<file path="src/rtl/mux2_arb_pkg.sv">
// Shared types and helpers for the two-requester round-robin mux arbiter.
package mux2_arb_pkg;

  typedef enum logic [1:0] {
    IDLE = 2'b00,
    G0   = 2'b01,
    G1   = 2'b10
  } state_t;

  // clog2(burst_max + 1), never less than 1
  function automatic int cnt_width(input int burst_max);
    int w;
    w = 1;
    while ((1 << w) < (burst_max + 1)) w++;
    return w;
  endfunction

endpackage

</file>
<file path="src/rtl/mux2_bus.sv">
// W-bit 2:1 data mux; s=0 passes a, s=1 passes b.
module mux2_bus #(
  parameter int W = 8
) (
  input  logic [W-1:0] a,
  input  logic [W-1:0] b,
  input  logic         s,
  output logic [W-1:0] y
);

  assign y = s ? b : a;

endmodule

</file>
<file path="src/rtl/mux2_arbiter.sv">
// Round-robin arbiter owning the select of a shared 2:1 data mux.
// Optional burst preemption is built when MUX2_ARB_PREEMPT_EN is defined.
//
// state | meaning
// IDLE  | no grant, y forced to 0
// G0    | requester 0 granted, sel=0
// G1    | requester 1 granted, sel=1
module mux2_arbiter
  import mux2_arb_pkg::*;
#(
  parameter int W         = 8,
  parameter int BURST_MAX = 4
) (
  input  logic         clk,
  input  logic         rst,
  input  logic         req0,
  input  logic         req1,
  input  logic [W-1:0] d0,
  input  logic [W-1:0] d1,
  output logic         gnt0,
  output logic         gnt1,
  output logic         sel,
  output logic         valid,
  output logic [W-1:0] y
);

  if (BURST_MAX < 1) begin : g_bad_burst_max
    $error("mux2_arbiter: BURST_MAX must be at least 1");
  end

  state_t         state;
  state_t         state_nxt;
  logic           last;
  logic [W-1:0]   mux_y;

`ifdef MUX2_ARB_PREEMPT_EN
  localparam int CW = cnt_width(BURST_MAX);
  logic [CW-1:0] cnt;
  logic          burst_done;

  assign burst_done = (cnt == CW'(BURST_MAX));
`endif

  always_comb begin
    state_nxt = state;
    case (state)
      IDLE: begin
        if (req0 && req1)  state_nxt = last ? G0 : G1;
        else if (req0)     state_nxt = G0;
        else if (req1)     state_nxt = G1;
        else               state_nxt = IDLE;
      end
      G0: begin
        if (!req0)         state_nxt = req1 ? G1 : IDLE;
`ifdef MUX2_ARB_PREEMPT_EN
        else if (req1 && burst_done) state_nxt = G1;
`endif
        else               state_nxt = G0;
      end
      G1: begin
        if (!req1)         state_nxt = req0 ? G0 : IDLE;
`ifdef MUX2_ARB_PREEMPT_EN
        else if (req0 && burst_done) state_nxt = G0;
`endif
        else               state_nxt = G1;
      end
      default:             state_nxt = IDLE;
    endcase
  end

  // Grants and select are registered copies of the next state
  always_ff @(posedge clk or posedge rst) begin
    if (rst) begin
      state <= IDLE;
      gnt0  <= 1'b0;
      gnt1  <= 1'b0;
      sel   <= 1'b0;
      last  <= 1'b1;
    end else begin
      state <= state_nxt;
      gnt0  <= (state_nxt == G0);
      gnt1  <= (state_nxt == G1);
      sel   <= (state_nxt == G1);
      if (state_nxt == G0) last <= 1'b0;
      else if (state_nxt == G1) last <= 1'b1;
    end
  end

`ifdef MUX2_ARB_PREEMPT_EN
  always_ff @(posedge clk or posedge rst) begin
    if (rst) begin
      cnt <= '0;
    end else if (state_nxt == IDLE) begin
      cnt <= '0;
    end else if (state_nxt != state) begin
      cnt <= CW'(1);
    end else if (!burst_done) begin
      cnt <= cnt + CW'(1);
    end
  end
`endif

  mux2_bus #(.W(W)) u_bus (
    .a (d0),
    .b (d1),
    .s (sel),
    .y (mux_y)
  );

  assign valid = gnt0 | gnt1;
  assign y     = valid ? mux_y : '0;

endmodule
</file>
<file path="config.mk">
export PLATFORM = sky130hd
export DESIGN_NAME = mux2_arbiter
export DESIGN_NICKNAME = d
export VERILOG_FILES = /design/src/rtl/mux2_arb_pkg.sv /design/src/rtl/mux2_bus.sv /design/src/rtl/mux2_arbiter.sv
export SDC_FILE = /design/constraint.sdc
export NUM_CORES = 1
export LEC_CHECK = 0
export ABC_AREA = 1
export BUFFER_PORTS_ARGS = -buffer_cell sky130_fd_sc_hd__buf_2
export CORE_AREA = 5 5 42 44
export DETAILED_ROUTE_END_ITERATION = 10
export DIE_AREA = 0 0 47 49
export HOLD_SLACK_MARGIN = 0.02
export PLACE_DENSITY = 0.76
export SYNTH_ARGS = -nofsm -noshare
export SYNTH_HDL_FRONTEND = slang
export SYNTH_SLANG_ARGS = --single-unit
</file>
<file path="constraint.sdc">
create_clock -name clk -period 1.1 [get_ports clk]
set_input_delay 0.33 -clock clk [delete_from_list [all_inputs] [get_ports clk]]
set_output_delay 0.33 -clock clk [all_outputs]
set_load 0.03 [all_outputs]
</file>
==> metrics.md <==
| Metric | Value |
|---|---|
| RSZ-0062 raised after global routing | `yes` |
| Antenna Violating Nets Remaining | `0` |
| Vias in the first global route | `536` |
| Top cells by area, synth | `dfrtp_1 (25%), nand2_1 (16%), ha_1 (9.5%)` |
| Setup crit end kind | `output port` |
| H-Tree Depth | `1` |
| Sequential power share | `20.4%` |
| CP Class | `reg -> out` |
| Placed cell count | `101` |
| Status | `finished with violations` |
| Fill cells | `109` |
| Most frequent cell after synthesis | `nand2_1` |
| Final hold vios | `0` |
| Total track usage | `14.0%` |
| Psw | `908 uW` |
| Via Count | `514` |
| Die Y | `49 um` |
| Combinational share of power | `67.6%` |
| Critical R2R Launch | `last$_DFFE_PP1P_` |
| WP data arrival | `1.20 ns` |
| Lkg Pwr | `0.434 nW` |
| Hold Path Class | `in -> reg` |
| Wirelength, routed | `1500 um` |
| Failing checks | `setup timing` |
| CTS Root Cell | `clkbuf_4` |
| Asr flop ratio synth | `100%` |
| Post-synth net total | `80` |
| Num ports | `32` |
| Critical Path Source Type | `register` |
| Post-route insts no fill | `111` |
| Layout Nets | `119` |
| Least-Margin Pin Slew | `0.267 ns` |
| TNS Setup | `-4.78 ns` |
| Clk pwr share | `12.0%` |
| Die Width | `47 um` |
| Drt pass-1 iters | `4` |
| Synth cell count leaders | `nand2_1 (17), nor2_1 (7), nand3_1 (6), inv_1 (5)` |
| R2R depth | `5` |
| MaxCap Viol Count | `0` |
| CP endpoint | `y[4]` |
| N_diodes | `0` |
| First-pass GRT wire length | `2310 um` |
| Vias/cell | `4.63` |
| CTS clock-pin slew for the worst setup and hold paths | `0.05 ns` |
| Drc violations | `0` |
| Critical path origin | `sel$_DFF_PP0_` |
| Final setup vio count | `14` |
| Initial antenna violation count | `0` |
| CTS tree | `done` |
| Post-DP HPWL | `961 um` |
| Clk buf depth | `2` |
| Clk sinks | `5` |
| Achievable Freq | `654 MHz` |
| Std-Cell Rows | `14` |
| Initial Util | `28.1%` |
| Largest net degree at the start of global routing | `9` |
| Total gr overflow | `0` |
| R2R Setup Slk | `-0.17 ns` |
| Mapped cell area | `394 um^2` |
| Mean Syn Cell Area | `6.91 um^2` |
| CTS Buf Count | `3` |
| PortBufs | `31` |
| Top cell type by total area after synthesis | `dfrtp_1` |
| Minimum clock period | `1.53 ns` |
| Placer Congestion | `0.675` |
| WL/cell | `13.5 um` |
| Setup ws final | `-0.430 ns` |
| Yosys top cell area share | `25.4%` |
| Layout overhead on the synthesized area | `127%` |
| Synth warn | `0` |
| Starting DRT DRC Count | `5` |
| Area of the core | `1400 um^2` |
| Critical path required time | `0.77 ns` |
| Cells after Synth | `57` |
| Sw frac | `48.9%` |
| Slew headroom | `82.2%` |
| Top_reg_cell synth | `dfrtp_1` |
| Cell Pwr Density | `2080 nW/um^2` |
| Internal | `950 uW` |
| Layout cell share with drive strength beyond 1 | `83.2%` |
| Crit-path max FO | `8` |
| Sequential area share after synthesis | `32.1%` |
| FF-to-FF End | `last$_DFFE_PP1P_` |
| Die ar. | `2300 um^2` |
| Final period utilization | `139%` |
| Post-synthesis register bit count | `5` |
| Max-slew violation count | `0` |
| Synth unique cells | `18` |
| Number of synthesized flops with an enable pin | `0` |
| Worst vdd ir | `0.964 mV` |
| Skew-Pair Late Insertion Delay | `0.25 ns` |
| Skew final | `0.00285 ns` |
## power groups by stage
stage / combinational (mW) / clock, mW / sequential, mW
2_1_floorplan: 0.695 / 0 / 0.345
3_3_place_gp: 0.809 / 0 / 0.371
3_5_place_dp: 0.822 / 0 / 0.381
4_1_cts: 1.16 / 0.231 / 0.367
5_1_grt: 1.34 / 0.233 / 0.385
6_report: 1.26 / 0.223 / 0.378
## stage by stage
step	total power, mW	area (um^2)	utilization (%)	hold slack (ns)	setup WS [ns]
floorplan	1.04	484	-	0.108	-0.160
global placement	1.18	629	44.9	0.231	-0.170
detailed placement	1.20	629	44.9	0.237	-0.193
CTS	1.76	840	59.9	0.350	-0.400
global route	1.96	893	63.7	0.456	-0.456
finish	1.86	893	63.7	0.448	-0.430
## kinds of logic after synthesis
kind of cell / synth area share [%]
AO/OA/AOI/OAI: 8.57
flip-flops: 32.1
AND/OR/NAND/NOR: 38.1
buffers and inverters: 11.7
adder cells (fa/ha/maj): 9.52
## worst min-delay path by stage
stage               start                  to  slack, ns  cells after the start
floorplan             rst  state[0]$_DFF_PP0_       0.11                      1
global placement      rst  state[0]$_DFF_PP0_       0.23                      2
detailed placement    rst  state[0]$_DFF_PP0_       0.24                      2
CTS                  req0  state[0]$_DFF_PP0_       0.35                      3
global route         req1  state[1]$_DFF_PP0_       0.46                      3
finish               req1  state[1]$_DFF_PP0_       0.45                      3
## routing by layer
metal	vias up	wire (um)	track usage [%]
met2	29	796	26.0
met1	229	473	12.5
met4	0	61	7.37
met5	-	0	0
li1	251	-	-
met3	5	171	4.06
## final cells by class
type	instances	area, um^2	area share (%)
Clock buffer	4	26.3	2.94
Inverter	6	30.0	3.36
Multi-Input combinational cell	43	409	45.8
Sequential cell	5	130	14.6
Tap cell	16	20.0	2.24
Timing Repair Buffer	37	278	31.1
## what timing repair did
item,in CTS,in global routing
buffers inserted,4,1
endpoints found under the hold margin,4,0
resized for setup,41,13
hold buffers,1,0
pin swaps,10,7
endpoints found under the setup margin,14,15
## registers in the layout, indices dropped and copies added (netlist names)
register,flops
sel,1
state,2
gnt0,1
last,1
## critical path: stages (launching register included)
cell and delay, ns:
dfrtp_2 0.50, inv_8 0.15, nand3_2 0.08, nand2_2 0.08
buf_6 0.13
## layout by cell type, fill, tap and decap left out, types with 3 or more instances in the layout
cell | synthesis | layout
a21oi_4 | 0 | 3
buf_2 | 1 | 19
buf_4 | 1 | 5
buf_6 | 1 | 12
clkbuf_4 | 0 | 3
dfrtp_2 | 0 | 3
inv_1 | 5 | 4
nand2_1 | 17 | 6
nand2_2 | 1 | 9
nand2_4 | 0 | 3
nand3_2 | 0 | 4
nor2_4 | 1 | 8
(Power assumes the default switching activity.)
